$ cat src/rtl/shared_mem_arbiter.sv
// Shared memory arbiter: serialises instruction fetches and data accesses onto
// a single memory port, one transaction at a time. Data has priority, but a
// waiting fetch is forced through after STARVE_LIMIT consecutive data grants.
module shared_mem_arbiter #(
  parameter int ADDRESS_BITS = 20,
  parameter int DATA_WIDTH   = 32,
  parameter int STARVE_LIMIT = 4
) (
  input  logic                      clock,
  input  logic                      reset,
  // Instruction fetch port
  input  logic                      i_req,
  input  logic [ADDRESS_BITS-1:0]   i_addr,
  output logic                      i_resp_valid,
  output logic [DATA_WIDTH-1:0]     i_resp_data,
  // Data port
  input  logic                      d_read,
  input  logic                      d_write,
  input  logic [ADDRESS_BITS-1:0]   d_addr,
  input  logic [DATA_WIDTH-1:0]     d_wdata,
  input  logic [DATA_WIDTH/8-1:0]   d_byte_en,
  output logic                      d_resp_valid,
  output logic [DATA_WIDTH-1:0]     d_resp_data,
  // Shared memory port
  output logic                      mem_read,
  output logic                      mem_write,
  output logic [ADDRESS_BITS-1:0]   mem_addr,
  output logic [DATA_WIDTH-1:0]     mem_wdata,
  output logic [DATA_WIDTH/8-1:0]   mem_byte_en,
  input  logic                      mem_ready,
  input  logic                      mem_valid,
  input  logic [DATA_WIDTH-1:0]     mem_rdata,
  // Stall indications to the core
  output logic                      i_mem_hazard,
  output logic                      d_mem_issue_hazard,
  output logic                      d_mem_recv_hazard
);

  localparam int BE_WIDTH  = DATA_WIDTH / 8;
  localparam int CNT_WIDTH = $clog2(STARVE_LIMIT + 1);
  localparam logic [CNT_WIDTH-1:0] CNT_LIMIT = CNT_WIDTH'(STARVE_LIMIT);
  localparam logic [CNT_WIDTH-1:0] CNT_ONE   = CNT_WIDTH'(1);

  typedef enum logic [2:0] {
    IDLE    = 3'd0,
    ISSUE_I = 3'd1,
    WAIT_I  = 3'd2,
    ISSUE_D = 3'd3,
    WAIT_D  = 3'd4
  } state_t;

  state_t                  state_q, state_d;
  logic [CNT_WIDTH-1:0]    starve_cnt_q, starve_cnt_d;
  // The mem_* command registers double as the grant latch for the transaction.
  logic                    mem_read_q, mem_read_d;
  logic                    mem_write_q, mem_write_d;
  logic [ADDRESS_BITS-1:0] mem_addr_q, mem_addr_d;
  logic [DATA_WIDTH-1:0]   mem_wdata_q, mem_wdata_d;
  logic [BE_WIDTH-1:0]     mem_byte_en_q, mem_byte_en_d;
  logic                    i_resp_valid_q, i_resp_valid_d;
  logic [DATA_WIDTH-1:0]   i_resp_data_q, i_resp_data_d;
  logic                    d_resp_valid_q, d_resp_valid_d;
  logic [DATA_WIDTH-1:0]   d_resp_data_q, d_resp_data_d;
  logic                    d_req;

  assign d_req = d_read | d_write;

  // Next-state, grant decision, command hold and response capture.
  always_comb begin
    // NOTE: every signal gets a default before the case so no path leaves one
    // unassigned; that is what keeps this block free of inferred latches.
    state_d        = state_q;
    starve_cnt_d   = starve_cnt_q;
    mem_read_d     = mem_read_q;
    mem_write_d    = mem_write_q;
    mem_addr_d     = mem_addr_q;
    mem_wdata_d    = mem_wdata_q;
    mem_byte_en_d  = mem_byte_en_q;
    i_resp_valid_d = 1'b0;
    i_resp_data_d  = i_resp_data_q;
    d_resp_valid_d = 1'b0;
    d_resp_data_d  = d_resp_data_q;

    unique case (state_q)
      IDLE: begin
        if (!i_req) starve_cnt_d = '0;
        if (i_req && (!d_req || starve_cnt_q == CNT_LIMIT)) begin
          state_d       = ISSUE_I;
          starve_cnt_d  = '0;
          mem_read_d    = 1'b1;
          mem_write_d   = 1'b0;
          mem_addr_d    = i_addr;
          mem_wdata_d   = '0;
          mem_byte_en_d = '1;
        end else if (d_req) begin
          state_d       = ISSUE_D;
          if (i_req && starve_cnt_q != CNT_LIMIT) starve_cnt_d = starve_cnt_q + CNT_ONE;
          // A simultaneous read+write request is treated as a write.
          mem_read_d    = ~d_write;
          mem_write_d   = d_write;
          mem_addr_d    = d_addr;
          mem_wdata_d   = d_wdata;
          mem_byte_en_d = d_byte_en;
        end
      end
      ISSUE_I: begin
        if (mem_ready) begin
          mem_read_d = 1'b0;
          if (mem_valid) begin
            state_d        = IDLE;
            i_resp_valid_d = 1'b1;
            i_resp_data_d  = mem_rdata;
          end else begin
            state_d = WAIT_I;
          end
        end
      end
      WAIT_I: begin
        if (mem_valid) begin
          state_d        = IDLE;
          i_resp_valid_d = 1'b1;
          i_resp_data_d  = mem_rdata;
        end
      end
      ISSUE_D: begin
        if (mem_ready) begin
          mem_read_d  = 1'b0;
          mem_write_d = 1'b0;
          if (mem_write_q) begin
            state_d        = IDLE;
            d_resp_valid_d = 1'b1;
          end else if (mem_valid) begin
            state_d        = IDLE;
            d_resp_valid_d = 1'b1;
            d_resp_data_d  = mem_rdata;
          end else begin
            state_d = WAIT_D;
          end
        end
      end
      WAIT_D: begin
        if (mem_valid) begin
          state_d        = IDLE;
          d_resp_valid_d = 1'b1;
          d_resp_data_d  = mem_rdata;
        end
      end
      default: state_d = IDLE;
    endcase
  end

  // State register and all registered outputs; reset clears everything.
  always_ff @(posedge clock or negedge reset) begin
    if (!reset) begin
      state_q        <= IDLE;
      starve_cnt_q   <= '0;
      mem_read_q     <= 1'b0;
      mem_write_q    <= 1'b0;
      mem_addr_q     <= '0;
      mem_wdata_q    <= '0;
      mem_byte_en_q  <= '0;
      i_resp_valid_q <= 1'b0;
      i_resp_data_q  <= '0;
      d_resp_valid_q <= 1'b0;
      d_resp_data_q  <= '0;
    end else begin
      // NOTE: non-blocking assignments so every flop samples pre-edge values.
      state_q        <= state_d;
      starve_cnt_q   <= starve_cnt_d;
      mem_read_q     <= mem_read_d;
      mem_write_q    <= mem_write_d;
      mem_addr_q     <= mem_addr_d;
      mem_wdata_q    <= mem_wdata_d;
      mem_byte_en_q  <= mem_byte_en_d;
      i_resp_valid_q <= i_resp_valid_d;
      i_resp_data_q  <= i_resp_data_d;
      d_resp_valid_q <= d_resp_valid_d;
      d_resp_data_q  <= d_resp_data_d;
    end
  end

  assign mem_read     = mem_read_q;
  assign mem_write    = mem_write_q;
  assign mem_addr     = mem_addr_q;
  assign mem_wdata    = mem_wdata_q;
  assign mem_byte_en  = mem_byte_en_q;
  assign i_resp_valid = i_resp_valid_q;
  assign i_resp_data  = i_resp_data_q;
  assign d_resp_valid = d_resp_valid_q;
  assign d_resp_data  = d_resp_data_q;

  // Stall indications are the only combinational outputs.
  assign i_mem_hazard       = i_req & ~i_resp_valid_q;
  assign d_mem_issue_hazard = d_req & (state_q != WAIT_D) & ~d_resp_valid_q;
  assign d_mem_recv_hazard  = (state_q == WAIT_D);

endmodule

$ cat config.mk
export PLATFORM = sky130hd
export DESIGN_NAME = shared_mem_arbiter
export DESIGN_NICKNAME = d
export VERILOG_FILES = /design/src/rtl/shared_mem_arbiter.sv
export SDC_FILE = /design/constraint.sdc
export NUM_CORES = 1
export LEC_CHECK = 0
export ABC_AREA = 1
export CORE_MARGIN = 4
export CORE_UTILIZATION = 46
export DETAILED_ROUTE_END_ITERATION = 8
export MAX_ROUTING_LAYER = met4
export PLACE_DENSITY = 0.95
export SYNTH_ARGS = -nofsm -noshare
export SYNTH_HDL_FRONTEND = slang
export SYNTH_SLANG_ARGS = --single-unit
$ cat constraint.sdc
create_clock -name clock -period 3.1 [get_ports clock]
set_input_delay 0.62 -clock clock [delete_from_list [all_inputs] [get_ports clock]]
set_output_delay 0.62 -clock clock [all_outputs]
set_load 0.02 [all_outputs]
# Word level (Yosys, flattened, before mapping)
# Index checks and enable logic that the tools add are counted.
# word_totals
register_bits,130
inputBits,115
word_cells,89
out_inout_bits,127
# op_classes
n_bitwise,7
mux,39
add_sub_neg,1
reduce_logical,18
n_eq_ne,13
# ops
operator,count
32-bit 2-to-1 mux,7
32-bit one-hot mux with 2 select lines,2
20-bit 2-to-1 mux,2
3-bit 2-to-1 mux,11
3-bit one-hot mux with 4 select lines,1
2-bit nonzero test,5
1-bit 2-to-1 mux,9
3-bit != test (second input constant),3
3-bit AND reduction,3
4-bit 2-to-1 mux,2
1-bit one-hot mux with 2 select lines,4
3-bit by 2-bit equality test with 1-bit output (second input constant),2
3-bit equality test (second input constant),2
2-bit != test (second input constant),3
2-bit by 1-bit != test with 1-bit output (second input constant),2
2-bit AND reduction,2
4-bit AND reduction,1
2-bit OR reduction,2
3-bit by 1-bit adder with 3-bit output (second input constant),1
1-bit AND,3
3-bit by 1-bit equality test with 1-bit output (second input constant),1
3-bit logical NOT,1
1-bit NOT,3
1-bit logical AND,2
other kinds (4),4

# Depth between registers and ports, before layout
# Gate-level depths: netlist (run 1).
# logic_depth
word_depth,6
ltp_mapped,10
ltp_nobuf,9

# Worst setup path before layout (run 1)
# Ideal clock, no wire load.
# synth_path
path_type,flip-flop to output port
from,register state_q[1]
to,output d_mem_issue_hazard
t_arrival_ps,1260
t_required_ps,2480
path_buffers,0
stages_incl_launch_ff,5
path_slack_ps,1220
path_cell_list,dfrtp_1 nor2_2 nand2_1 inv_1 nor3_1
# synth_between
elab_chain_cells,3
# synth_rtl
element,line,text
from (decl),52,"state_t state_q, state_d;"
from (signal assigned),168,state_q <= state_d;
3-bit != test,194,assign d_mem_issue_hazard = d_req & (state_q != WAIT_D) & ~d_resp_valid_q;
1-bit AND (2 in a row),194,
to (decl),35,"output logic d_mem_issue_hazard,"
# Every way passes these cells.

# Worst setup path after layout (run 1)
# layout_path
from,input d_write
to,output d_mem_issue_hazard
# layout_between
elab_chain_cells,3
# layout_rtl
element,line,text
from (decl),18,"input logic d_write,"
1-bit bitwise OR,66,assign d_req = d_read | d_write;
1-bit AND (2 in a row),194,
# Every way passes these cells.

==> results.py, run 1 <==
metrics = {
    "yosys": {
        "synth_area_um2": 5800,
        "synth_nets": 797,
        "syn-mean-instance-area_um2": 8.52,
        "yosysSeqAreaShare_pct": 56.1,
        "synth-seq-cells": 130,
        "netlist_instances": 680,
        "yosys_warnings": 0,
        "ys_types": 26,
    },
    "layout": {
        "fill_cells": 874,
        "layout_common_cells": "281 x nand2_1, 240 x clkdlybuf4s50_1, 130 x dfrtp_1, 72 x nand3_1, 44 x o21ai_0",
        "regArea_um2": 3250,
        "syn2layout_area_growth_pct": 52.9,
        "drive_gt1_share_pct": 8.57,
        "fin_nets": 1026,
        "multi_input_area_um2": 2110,
        "n_antenna_cell": 0,
        "final_cells": 1090,
        "final_common_cell": "nand2_1",
    },
    "timing": {
        "slew_headroom_pct": 54.7,
        "fmax_mhz": 377,
        "fin_skew_ps": 6.73,
        "final-setup-viol-count": 0,
        "setup_tns_ps": 0,
        "setup_ws_ps": 450,
        "hold_viol": 0,
        "final-max-slew-violation-count": 0,
        "period_needed_ps": 2650,
        "worstMarginPinSlew_ps": 677,
        "rsz0062_at_grt": "no",
        "post-route-period-util_pct": 85.5,
    },
    "worst_setup_path": {
        "critPathCaptureType": "primary output",
        "crit_end": "d_mem_issue_hazard",
        "cp_max_fo": 4,
        "critPathRequiredTime_ps": 2480,
        "timing.reg2reg.worst_path_depth": 8,
        "r2r_slack_ps": 1110,
        "reg2reg_from": "starve_cnt_q[1]$_DFFE_PN0P_",
        "critPathKind": "input port to primary output",
        "r2r-end": "mem_wdata[11]$_DFFE_PN0P_",
        "start_kind": "input port",
        "arrival_ps": 2030,
        "crit_path_start": "d_write",
    },
    "clocking": {
        "cts_buffer_depth": 2,
        "h-tree-depth": 4,
        "clk_pin_slew_ps": 60,
        "clock-sinks": 130,
        "numCtsBuffers": 17,
        "clk_latency_ps": 410,
        "cts_setup_buffers": 0,
        "cts_tree": "yes",
        "cts_root_buf": "clkbuf_16",
        "cts_hold_buf": 0,
        "cts_resized": 0,
    },
    "global_route": {
        "grtUsageTotal_pct": 24.8,
        "antenna_found_initial": 0,
        "grt_overflow": 0,
        "grt_pass1_wl_um": 27400,
        "grt_pass1_vias": 5232,
        "grt_max_degree": 80,
    },
    "drt": {
        "via_count": 5392,
        "met3_length_um": 989,
        "first_pass_iters": 7,
        "routedWlPerCell_um": 16.0,
        "wl_um": 17400,
        "top_layer": "met4",
        "wl_met2_um": 9500,
        "viasPerCell": 4.95,
        "drtIter0Drc": 464,
        "ant_nets": 0,
        "drcViolationCount": 0,
        "wl_met1_um": 6610,
    },
    "job": {
        "drv_cap": 0,
    },
    "floorplan": {
        "core_area_um2": 12200,
        "fp-row-count": 40,
        "die_w_um": 120,
        "die_area_um2": 14500,
        "io_pins": 242,
        "chipHeight_um": 120,
        "start_util_pct": 47.7,
    },
    "power": {
        "leakagePower_nw": 4.33,
        "swShare_pct": 39.5,
        "internal_power_w": 0.00587,
        "p_comb_share_pct": 47.9,
        "clkPwrFrac_pct": 21.7,
        "peakVddDrop_uv": 785,
        "p_per_area_nw_per_um2": 1090,
        "p_sw_w": 0.00383,
        "seq_power_share_pct": 30.5,
    },
    "placement": {
        "dp_hpwl_um": 12200,
        "place_ws_ps": 461,
        "place_congestion": 0.865,
        "dp.cells": 1058,
        "io_buffer_count": 241,
    },
    "status": {
        "outcome": "completed",
    },
    "min_path": {
        "hold_path_class": "input port to asynchronous set/reset pin",
    },
}
cell type report:
| cell class | count | area share, % |
|---|---|---|
| clock inverter | 8 | 1.38 |
| inverter | 39 | 1.74 |
| sequential | 130 | 36.7 |
| tap | 168 | 2.37 |
| multi-input combinational | 473 | 23.8 |
| clock buffer | 24 | 5.77 |
| timing repair buffer | 248 | 28.2 |
state kept, by name, indices dropped and copies added, names as in the netlist, 3 cells and up:
name	cells
starve_cnt_q	3
i_resp_data	32
mem_wdata	32
state_q	3
d_resp_data	32
mem_addr	20
mem_byte_en	4
worst max-delay path: stages:
cell and delay [ps]:
clkdlybuf4s50_1 500, nor2_1 90, nor3_1 180, clkdlybuf4s50_1 630
cells by family (layout without fill, tap and decap cells):
family	Yosys count	in the layout	synth area share [%]
flip-flops	130	130	56.1
adder cells (fa/ha/maj)	2	2	0.432
AND/OR/NAND/NOR	406	406	29.1
AO/OA/AOI/OAI	65	65	6.87
buffers and inverters	77	319	7.47
how the worst min path moves through the flow:
stage,to,slack [ps],depth (start not counted)
4_1_cts,i_resp_data[9]$_DFFE_PN0P_,200,1
6_report,i_resp_data[9]$_DFFE_PN0P_,200,1
3_3_place_gp,d_resp_data[23]$_DFFE_PN0P_,450,2
2_1_floorplan,d_resp_data[0]$_DFFE_PN0P_,320,0
3_5_place_dp,d_resp_data[16]$_DFFE_PN0P_,460,2
5_1_grt,d_resp_data[7]$_DFFE_PN0P_,220,1
Yosys cell counts, drive strengths merged:
cell / instances / area [um^2]
buf: 33 / 260
ha: 2 / 25.0
nand4: 1 / 6.26
nand2: 298 / 1170
o21bai: 1 / 7.51
dfrtp: 130 / 3250
a21oi: 1 / 16.3
inv: 39 / 154
clkbuf: 5 / 18.8
nand3: 73 / 370
nor3: 1 / 5.00
o211ai: 1 / 7.51
nor2: 33 / 136
o21ai: 62 / 367
power by group through the flow:
stage | Sequential, W | Combinational [W] | Clock (W)
3_3_place_gp | 0.00291 | 0.00452 | 0
4_1_cts | 0.00295 | 0.00470 | 0.00213
2_1_floorplan | 0.00382 | 0.00174 | 0
5_1_grt | 0.00305 | 0.00501 | 0.00222
3_5_place_dp | 0.00295 | 0.00465 | 0
6_report | 0.00295 | 0.00464 | 0.00210
metal layers:
| layer | up-vias | GRT usage [%] |
|---|---|---|
| met2 | 198 | 43.8 |
| li1 | 2602 | - |
| met3 | 22 | 4.58 |
| met4 | 0 | 7.58 |
| met5 | - | - |
| met1 | 2570 | 28.9 |
metrics by stage:
stage	total power [W]	utilization, %	instance area [um^2]	hold slack, ps
after CTS	0.00978	72.9	8860	198
after global routing	0.0103	72.9	8860	221
final	0.00969	72.9	8860	202
after global placement	0.00743	67.7	8230	453
after floorplan	0.00556	-	5800	324
after detailed placement	0.00761	67.7	8230	457
Power figures use the tool's default switching activity.
==> run 2, diff against run 1 <==
--- a/config.mk
+++ b/config.mk
@@ -9,6 +9,7 @@
 export CORE_MARGIN = 4
 export CORE_UTILIZATION = 46
 export DETAILED_ROUTE_END_ITERATION = 8
+export GPL_ROUTABILITY_DRIVEN = 1
 export MAX_ROUTING_LAYER = met4
 export PLACE_DENSITY = 0.95
 export SYNTH_ARGS = -nofsm -noshare
==> results of run 2 <==
No change in the layout: final DEF, timing and power equal those of run 1.
